**src/rtl/seq_pkg.sv**
```systemverilog
// ---------------------------------------------------------------------------
// seq_pkg -- shared types and constants for alu_instr_sequencer.
//
// Contents:
//   state_t        control-step states IDLE, T0..T6, HALT
//   OP_*           5-bit opcode encodings of the register-register ALU ops
//   IR_W, IR_MSB   instruction word geometry (opcode sits at the top)
//   strobes_t      bundle of the single-bit datapath strobes
//   fetch_strobes  strobe pattern of T0, reused wherever an instruction starts
// ---------------------------------------------------------------------------
package seq_pkg;

   typedef enum logic [3:0] {
      IDLE,
      T0,
      T1,
      T2,
      T3,
      T4,
      T5,
      T6,
      HALT
   } state_t;

   localparam logic [4:0] OP_ADD = 5'b00011;
   localparam logic [4:0] OP_SUB = 5'b00100;
   localparam logic [4:0] OP_AND = 5'b00101;
   localparam logic [4:0] OP_OR  = 5'b00110;
   localparam logic [4:0] OP_SHR = 5'b00111;
   localparam logic [4:0] OP_SHL = 5'b01000;
   localparam logic [4:0] OP_MUL = 5'b01111;
   localparam logic [4:0] OP_DIV = 5'b10000;

   localparam int IR_W   = 32;
   localparam int IR_MSB = IR_W - 1;

   typedef struct packed {
      logic pc_out;
      logic zlow_out;
      logic zhigh_out;
      logic mdr_out;
      logic mar_in;
      logic pc_in;
      logic mdr_in;
      logic ir_in;
      logic y_in;
      logic z_in;
      logic lo_in;
      logic hi_in;
      logic inc_pc;
      logic read;
   } strobes_t;

   // T0: PC onto the bus into MAR, and PC+1 into Z in the same cycle.
   function automatic strobes_t fetch_strobes();
      strobes_t s;
      s        = '0;
      s.pc_out = 1'b1;
      s.mar_in = 1'b1;
      s.inc_pc = 1'b1;
      s.z_in   = 1'b1;
      return s;
   endfunction

endpackage

```
**src/rtl/onehot_dec.sv**
```systemverilog
// ---------------------------------------------------------------------------
// onehot_dec -- register index to one-hot select vector.
//
// Ports:
//   idx     in   IDX_W  register index
//   onehot  out  N      one-hot select, all zero when idx is out of range
//   oor     out  1      idx >= N
// ---------------------------------------------------------------------------
module onehot_dec #(
   parameter int IDX_W = 4,
   parameter int N     = 16
) (
   input  logic [IDX_W-1:0] idx,
   output logic [N-1:0]     onehot,
   output logic             oor
);

   logic [31:0] idx_w;

   always_comb begin
      idx_w = 32'(idx);
      oor   = (idx_w >= 32'(N));
      for (int i = 0; i < N; i++) begin
         onehot[i] = (idx_w == 32'(i));
      end
   end

endmodule

```
**src/rtl/alu_instr_sequencer.sv**
```systemverilog
// ---------------------------------------------------------------------------
// alu_instr_sequencer -- control-step sequencer for the single-bus datapath.
// Fetches an instruction, decodes register-register ALU formats and walks
// T0..T6, issuing bus-drive / register-load strobes and the ALU op code.
//
// Optional feature macro: SEQ_MULDIV_EN
//   defined   : MUL/DIV decoded; T4 waits for alu_done, T5 writes LO, T6 HI.
//   undefined : MUL/DIV are illegal opcodes; no alu_done wait, no T6.
//
// Ports:
//   clk        in   1         rising-edge clock
//   clr        in   1         asynchronous active-low reset
//   run        in   1         start / continue execution
//   ir         in   32        current IR contents
//   mem_rdy    in   1         memory read data valid (looked at in T1 only)
//   alu_done   in   1         multi-cycle ALU result ready (T4 only)
//   pc_out, zlow_out, zhigh_out, mdr_out                  out  bus drives
//   mar_in, pc_in, mdr_in, ir_in, y_in, z_in, lo_in, hi_in out  loads
//   inc_pc, read  out  1      PC increment, memory read
//   alu_op     out  OPCODE_W  ALU operation, meaningful while z_in=1
//   reg_in     out  NUM_REGS  one-hot GPR load
//   reg_out    out  NUM_REGS  one-hot GPR bus drive
//   busy       out  1         high outside IDLE
//   illegal    out  1         sticky illegal-instruction flag
//
// All outputs are registered: the strobes for a state are computed on the
// edge that enters it. The T3 decision is therefore taken on the T2->T3
// edge from ir, which must carry the fetched word by the end of T2.
// ---------------------------------------------------------------------------
module alu_instr_sequencer
   import seq_pkg::*;
#(
   parameter int NUM_REGS  = 16,
   parameter int OPCODE_W  = 5,
   parameter int REG_IDX_W = 4
) (
   input  logic                clk,
   input  logic                clr,
   input  logic                run,
   input  logic [31:0]         ir,
   input  logic                mem_rdy,
   input  logic                alu_done,
   output logic                pc_out,
   output logic                zlow_out,
   output logic                zhigh_out,
   output logic                mdr_out,
   output logic                mar_in,
   output logic                pc_in,
   output logic                mdr_in,
   output logic                ir_in,
   output logic                y_in,
   output logic                z_in,
   output logic                lo_in,
   output logic                hi_in,
   output logic                inc_pc,
   output logic                read,
   output logic [OPCODE_W-1:0] alu_op,
   output logic [NUM_REGS-1:0] reg_in,
   output logic [NUM_REGS-1:0] reg_out,
   output logic                busy,
   output logic                illegal
);

   localparam int RA_MSB = IR_MSB - OPCODE_W;
   localparam int RB_MSB = RA_MSB - REG_IDX_W;
   localparam int RC_MSB = RB_MSB - REG_IDX_W;
   localparam int RC_LSB = RC_MSB - REG_IDX_W + 1;

   // Instruction fields
   logic [OPCODE_W-1:0]  op;
   logic [NUM_REGS-1:0]  ra_oh, rb_oh, rc_oh;
   logic                 ra_oor, rb_oor, rc_oor;
   logic                 is_single, is_md, bad;

   assign op = ir[IR_MSB -: OPCODE_W];

   onehot_dec #(.IDX_W(REG_IDX_W), .N(NUM_REGS)) u_ra_dec (
      .idx    (ir[RA_MSB -: REG_IDX_W]),
      .onehot (ra_oh),
      .oor    (ra_oor)
   );

   onehot_dec #(.IDX_W(REG_IDX_W), .N(NUM_REGS)) u_rb_dec (
      .idx    (ir[RB_MSB -: REG_IDX_W]),
      .onehot (rb_oh),
      .oor    (rb_oor)
   );

   onehot_dec #(.IDX_W(REG_IDX_W), .N(NUM_REGS)) u_rc_dec (
      .idx    (ir[RC_MSB -: REG_IDX_W]),
      .onehot (rc_oh),
      .oor    (rc_oor)
   );

   assign is_single = (op == OPCODE_W'(OP_ADD)) || (op == OPCODE_W'(OP_SUB)) ||
                      (op == OPCODE_W'(OP_AND)) || (op == OPCODE_W'(OP_OR))  ||
                      (op == OPCODE_W'(OP_SHL)) || (op == OPCODE_W'(OP_SHR));

   logic unused_bits;
`ifdef SEQ_MULDIV_EN
   assign is_md       = (op == OPCODE_W'(OP_MUL)) || (op == OPCODE_W'(OP_DIV));
   assign unused_bits = ^ir[RC_LSB-1:0];
`else
   assign is_md       = 1'b0;
   assign unused_bits = ^{alu_done, ir[RC_LSB-1:0]};
`endif

   assign bad = !(is_single || is_md) || ra_oor || rb_oor || rc_oor;

   // Next-state / next-output logic
   state_t              state, state_nx;
   strobes_t            stb, stb_nx;
   logic [OPCODE_W-1:0] alu_op_nx;
   logic [NUM_REGS-1:0] reg_in_nx, reg_out_nx;
   logic                busy_nx, illegal_nx;
`ifdef SEQ_MULDIV_EN
   logic                muldiv, muldiv_nx;
`endif

   always_comb begin
      state_nx   = state;
      stb_nx     = '0;
      alu_op_nx  = '0;
      reg_in_nx  = '0;
      reg_out_nx = '0;
      illegal_nx = illegal;
`ifdef SEQ_MULDIV_EN
      muldiv_nx  = muldiv;
`endif
      case (state)
         IDLE: begin
            if (run) begin
               state_nx = T0;
               stb_nx   = fetch_strobes();
            end
         end
         T0: begin
            state_nx        = T1;
            stb_nx.zlow_out = 1'b1;
            stb_nx.pc_in    = 1'b1;   // only on entry, so one pulse per fetch
            stb_nx.read     = 1'b1;
            stb_nx.mdr_in   = 1'b1;
         end
         T1: begin
            if (mem_rdy) begin
               state_nx       = T2;
               stb_nx.mdr_out = 1'b1;
               stb_nx.ir_in   = 1'b1;
            end else begin
               stb_nx.zlow_out = 1'b1;
               stb_nx.read     = 1'b1;
               stb_nx.mdr_in   = 1'b1;
            end
         end
         T2: begin
            state_nx = T3;
            if (bad) begin
               // T3 of a bad instruction drives nothing; HALT follows.
               illegal_nx = 1'b1;
            end else begin
               stb_nx.y_in = 1'b1;
               reg_out_nx  = rb_oh;
`ifdef SEQ_MULDIV_EN
               muldiv_nx   = is_md;
`endif
            end
         end
         T3: begin
            if (illegal) begin
               state_nx = HALT;
            end else begin
               state_nx    = T4;
               stb_nx.z_in = 1'b1;
               reg_out_nx  = rc_oh;
               alu_op_nx   = op;
            end
         end
         T4: begin
`ifdef SEQ_MULDIV_EN
            if (muldiv && !alu_done) begin
               stb_nx.z_in = 1'b1;
               reg_out_nx  = rc_oh;
               alu_op_nx   = op;
            end else begin
               state_nx        = T5;
               stb_nx.zlow_out = 1'b1;
               if (muldiv) stb_nx.lo_in = 1'b1;
               else        reg_in_nx    = ra_oh;
            end
`else
            state_nx        = T5;
            stb_nx.zlow_out = 1'b1;
            reg_in_nx       = ra_oh;
`endif
         end
         T5: begin
`ifdef SEQ_MULDIV_EN
            if (muldiv) begin
               state_nx         = T6;
               stb_nx.zhigh_out = 1'b1;
               stb_nx.hi_in     = 1'b1;
            end else if (run) begin
               state_nx = T0;
               stb_nx   = fetch_strobes();
            end else begin
               state_nx = IDLE;
            end
`else
            if (run) begin
               state_nx = T0;
               stb_nx   = fetch_strobes();
            end else begin
               state_nx = IDLE;
            end
`endif
         end
`ifdef SEQ_MULDIV_EN
         T6: begin
            if (run) begin
               state_nx = T0;
               stb_nx   = fetch_strobes();
            end else begin
               state_nx = IDLE;
            end
         end
`endif
         HALT: begin
            state_nx = HALT;
         end
         default: begin
            state_nx = IDLE;
         end
      endcase
      busy_nx = (state_nx != IDLE);
   end

   // State and registered outputs
   always_ff @(posedge clk or negedge clr) begin
      if (!clr) begin
         state   <= IDLE;
         stb     <= '0;
         alu_op  <= '0;
         reg_in  <= '0;
         reg_out <= '0;
         busy    <= 1'b0;
         illegal <= 1'b0;
`ifdef SEQ_MULDIV_EN
         muldiv  <= 1'b0;
`endif
      end else begin
         state   <= state_nx;
         stb     <= stb_nx;
         alu_op  <= alu_op_nx;
         reg_in  <= reg_in_nx;
         reg_out <= reg_out_nx;
         busy    <= busy_nx;
         illegal <= illegal_nx;
`ifdef SEQ_MULDIV_EN
         muldiv  <= muldiv_nx;
`endif
      end
   end

   assign pc_out    = stb.pc_out;
   assign zlow_out  = stb.zlow_out;
   assign zhigh_out = stb.zhigh_out;
   assign mdr_out   = stb.mdr_out;
   assign mar_in    = stb.mar_in;
   assign pc_in     = stb.pc_in;
   assign mdr_in    = stb.mdr_in;
   assign ir_in     = stb.ir_in;
   assign y_in      = stb.y_in;
   assign z_in      = stb.z_in;
   assign lo_in     = stb.lo_in;
   assign hi_in     = stb.hi_in;
   assign inc_pc    = stb.inc_pc;
   assign read      = stb.read;

endmodule

```
**config.mk**
```make
export PLATFORM = sky130hd
export DESIGN_NAME = alu_instr_sequencer
export DESIGN_NICKNAME = d
export VERILOG_FILES = /design/src/rtl/seq_pkg.sv /design/src/rtl/onehot_dec.sv /design/src/rtl/alu_instr_sequencer.sv
export SDC_FILE = /design/constraint.sdc
export NUM_CORES = 1
export LEC_CHECK = 0
export ABC_AREA = 1
export CAP_MARGIN = 25
export CORE_MARGIN = 4
export CORE_UTILIZATION = 30
export DETAILED_ROUTE_END_ITERATION = 8
export DONT_BUFFER_PORTS = 1
export PLACE_DENSITY = 0.48
export SLEW_MARGIN = 20
export SYNTH_ARGS = -nofsm -noshare
export SYNTH_HDL_FRONTEND = slang
export SYNTH_SLANG_ARGS = --single-unit
export TNS_END_PERCENT = 20
```
**constraint.sdc**
```tcl
create_clock -name clk -period 1.5 [get_ports clk]
set_input_delay 0.225 -clock clk [delete_from_list [all_inputs] [get_ports clk]]
set_output_delay 0.225 -clock clk [all_outputs]
set_load 0.01 [all_outputs]
```
# Word-level counts from Yosys, hierarchy flattened
# Cells that the tools add are included.
# totals
register_bits	57
latch_bits	0
ram_bits	0
romBits	0
in_bits	37
out_inout_bits	53
elab_cells	120
n_memories	0
# op_classes
addsub	0
multipliers	0
n_div	0
order_cmp	0
eq_ne	58
n_shift	0
n_mux	28
bitwise_logic	1
n_reduce_logical	13
# ops
op	n
== test 4 bit, second input constant	25
== test 4 x 3 -> 1 bit, second input constant	15
two-way mux 16 bit	3
== test 4 x 2 -> 1 bit, second input constant	8
case mux 16 bit (2 select lines)	1
case mux 4 bit (8 select lines)	1
== test 5 x 3 -> 1 bit, second input constant	4
== test 4 x 1 -> 1 bit, second input constant	4
zero test 4 bit	4
two-way mux 14 bit	1
two-way mux 4 bit	3
two-way mux 5 bit	2
case mux 1 bit (2 select lines)	5
case mux 1 bit (3 select lines)	3
two-way mux 1 bit	8
== test 5 x 2 -> 1 bit, second input constant	1
== test 5 x 4 -> 1 bit, second input constant	1
logical OR 1 bit	5
nonzero test 4 bit	1
OR reduction 2 bit	2
two-way mux 3 bit	1
AND reduction 2 bit	1
inverter 1 bit	1

# Longest topological paths before layout
# logic_depth
ltp_word	8
ltp_mapped	7
depth_no_buf	6

# Modules after synthesis
# From an unflattened synthesis, not the netlist that was laid out.
# hier_totals
cells_unflattened	305
area_unflattened_um2	2372.3
# by_module_without_submodules
module	n_inst	cells_each	area_per_inst_um2
alu_instr_sequencer	1	215	2023.2
onehot_dec	3	30	116.4

# Least setup slack after synthesis
# Ideal clock, no wire load.
# synth_path
path_type	register to register
start	register state[2]
end	register busy
setup_time_ns	0.128
t_arrival_ns	1.000
t_required_ns	1.372
slack_ns	0.371
path_stages_with_launch	8
n_path_buf	1
period_less_slack_ns	1.129
cell_sequence	dfrtp_1 inv_2 nor2_4 nand3_2 buf_6 nand2_1 nor2_1 nand3_1
# synth_via
elab_chain_cells	3
word_cells_on_any_way	12
# synth_lines
element	line	rtl
from (decl)	alu_instr_sequencer.sv:111	state_t state, state_nx;
from (signal assigned)	alu_instr_sequencer.sv:251	state <= state_nx;
== test 4 bit, or another cell as far along	alu_instr_sequencer.sv:130	case (state)
case mux 4 bit (8 select lines) (*)	alu_instr_sequencer.sv:130	
nonzero test 4 bit (*)	alu_instr_sequencer.sv:234	busy_nx = (state_nx != IDLE);
named net busy_nx	alu_instr_sequencer.sv:115	logic busy_nx, illegal_nx;
to (signal assigned)	alu_instr_sequencer.sv:256	busy <= busy_nx;
to (decl)	alu_instr_sequencer.sv:60	output logic busy,
# The timed path passes the listed nets; every way through them passes the cells marked *.
# A chain may end at the register's enable or synchronous reset.

# Worst setup path after layout
# layout_path
start	register state[3]
end	register busy
# Same word-level chain as after synthesis.

==> qor.yml <==
routing:
  firstDrtPassIters: 4
  vias: 1585
  wire_per_inst_um: 13.4
  drc: 0
  drt-vias-per-instance: 4.48
  drt_iter0_drc: 62
  wl_um: 4740
  ant_nets: 0
synthesis:
  ys_seq_area_share_pct: 57.4
  synthDistinctLibCells: 17
  syn_avg_cell_area_um2: 8.61
  ys_ff_latch: 50
  syn_area_um2: 2180
  synthCells: 253
  ys_warn_count: 0
timing:
  finalCritPeriodShare_pct: 88.6
  rsz0062_at_grt: "no"
  slew_violations: 0
  fmax_ghz: 0.753
  setup_viol: 0
  tightest_slew_ns: 0.552
  finalHoldViolations: 0
  tns_ns: 0
  slew_headroom_pct: 63.1
  finalCriticalPeriod_ns: 1.33
  finalClockSkew_ns: 0.00374
place:
  place.port_buffers: 0
  hpwl_um: 3720
  placed_area_um2: 2270
  gp_congestion: 0.777
cts:
  cts_max_level: 2
  clkSlewWorstSetupHoldPaths_ns: 0.08
  clockBufferDepth: 2
  tritoncts: "built"
  cts_root_buf: "clkbuf_8"
  cts_buffers: 5
  post_cts.repair.setup_buffers: 0
  clkLatencyLatePin_ns: 0.29
  cts.sinks: 50
setup_path:
  worstPathArrival_ns: 1.55
  crit_path_cell_trace: "buf_4, nor2_1, nand3_1, nand2_1, nor2_1, nand3_1"
  cp-end-kind: "flop"
  cp_slowest_cell: "dfrtp_1"
  worst_ep_required_time_ns: 1.72
  setup.worst_path.class: "reg2reg"
  max_stage_delay_ns: 0.41
  reg2reg_from: "state[3]$_DFF_PN0_"
  reg2reg_depth: 6
  rrSetupSlack_ns: 0.17
  reg2reg_to: "busy$_DFF_PN0_"
  crit_path_max_fanout: 6
  startpoint_type: "flop"
cells_and_area:
  final_common_cell: "nand2_1"
  fillers: 750
  area_delta_synth_final_pct: 9.59
  design_area_um2: 2390
  num-nets-final: 296
  drive_gt1_share_pct: 10.1
  layout_common_cells: "71 x nand2_1, 52 x nor2_1, 49 x dfrtp_1, 25 x inv_1, 16 x nand4_1"
  num_antenna_cells: 0
global_route:
  gr-total-overflow: 0
  antenna_found_initial: 0
  grt_pass1_wl_um: 7870
  grt_usage_pct: 11.8
  grt_pass1_vias: 1511
  grt_max_degree: 51
floorplan:
  io-pin-count: 90
  rows: 30
  die_w_um: 93.2
  die_area_um2: 8690
  die_y_um: 93.2
  design.core.area_um2: 6910
  start_util_pct: 31.6
flow_run:
  maxCapViolCount: 0
min_path:
  hold_end: "mdr_in$_DFF_PN0_"
  hold_depth: 1
  min_path_type: "in2reg"
  hold_path.startpoint: "mem_rdy"
power:
  vdd_drop_max_uv: 310
  leakage_nw: 1.28
  power_density_nw_per_um2: 1270
run_status:
  status: "completed"
## stage by stage
step	instances	hold WS (ns)	util, %	worst slack [ns]	total power [mW]
after floorplan	255	-0.0706	-	0.371	2.19
after global placement	346	-0.0690	32.8	0.154	2.28
after detailed placement	346	-0.0687	32.8	0.139	2.29
after CTS	354	0.0213	34.6	0.115	3.08
after global routing	354	0.0195	34.6	0.0214	3.25
final	354	0.0393	34.6	0.171	3.03
## logic make-up (layout without fill, tap and decap cells)
group	Yosys count	count (layout)	synth area share, %
compound gates	3	3	0.861
buf+inv	39	42	8.73
flops	50	50	57.4
other cells	1	3	0.172
simple gates	160	160	32.8
## Yosys cell counts
library cell,n,area share (%)
buf_4,7,2.4
nor3_4,1,0.75
conb_1,1,0.17
nor2_1,52,9.0
buf_2,2,0.46
inv_1,25,4.3
inv_2,3,0.52
nor2_2,1,0.29
nand2_1,71,12
nand3_1,13,3.0
o21ai_0,2,0.46
a21oi_2,1,0.40
nor2_4,5,2.6
dfrtp_1,50,57
nand4_1,16,4.6
nand3_2,1,0.46
buf_6,2,1.0
## power by group
| group | switching [mW] | total (mW) | internal (mW) |
|---|---|---|---|
| clock | 0.384 | 0.740 | 0.356 |
| sequential | 0.179 | 1.66 | 1.48 |
| combinational | 0.432 | 0.631 | 0.199 |
## routing by layer
metal  vias to the layer above  share of wire [%]  GRT usage (%)
met3                         5                 11           4.59
met5                         -                  0              0
met4                         0                1.7           4.52
met1                       721                 41           14.5
li1                        786                  -              -
met2                        73                 46           18.5
## area by class of cell
type	count	area [µm²]	area share, %
clock buffers	6	82.6	3.46
inverters	28	105	4.40
multi-input cells	166	746	31.2
flip-flops and latches	50	1250	52.4
well taps	96	120	5.03
repair buffers	8	82.6	3.46
## what timing repair did
action / in CTS / in global routing
endpoints found under the setup margin: 0 / 5
gates resized for setup: 0 / 1
hold endpoints to repair: 50 / 0
hold buffers: 2 / 0
## state kept, by name, indices dropped and copies added (netlist names), 4 cells and up
register  cells
reg_in       16
reg_out      16
alu_op        5
state         4
## worst max-delay path, delay by kind of cell, from the launching register on
| kind | cells | cell delay, ns |
|---|---|---|
| buffers and inverters | 1 | 0.16 |
| AND/OR/NAND/NOR | 5 | 0.70 |
| flip-flops | 1 | 0.41 |
## worst max-delay path by stage
stage	start	end	slack, ns
floorplan	state[2]$_DFF_PN0_	busy$_DFF_PN0_	0.37
global placement	state[2]$_DFF_PN0_	reg_out[9]$_DFF_PN0_	0.15
detailed placement	state[2]$_DFF_PN0_	reg_out[9]$_DFF_PN0_	0.14
CTS	state[2]$_DFF_PN0_	reg_out[9]$_DFF_PN0_	0.11
global route	state[2]$_DFF_PN0_	reg_out[13]$_DFF_PN0_	0.02
finish	state[3]$_DFF_PN0_	busy$_DFF_PN0_	0.17
No activity file was read; power rests on OpenSTA's default activity.
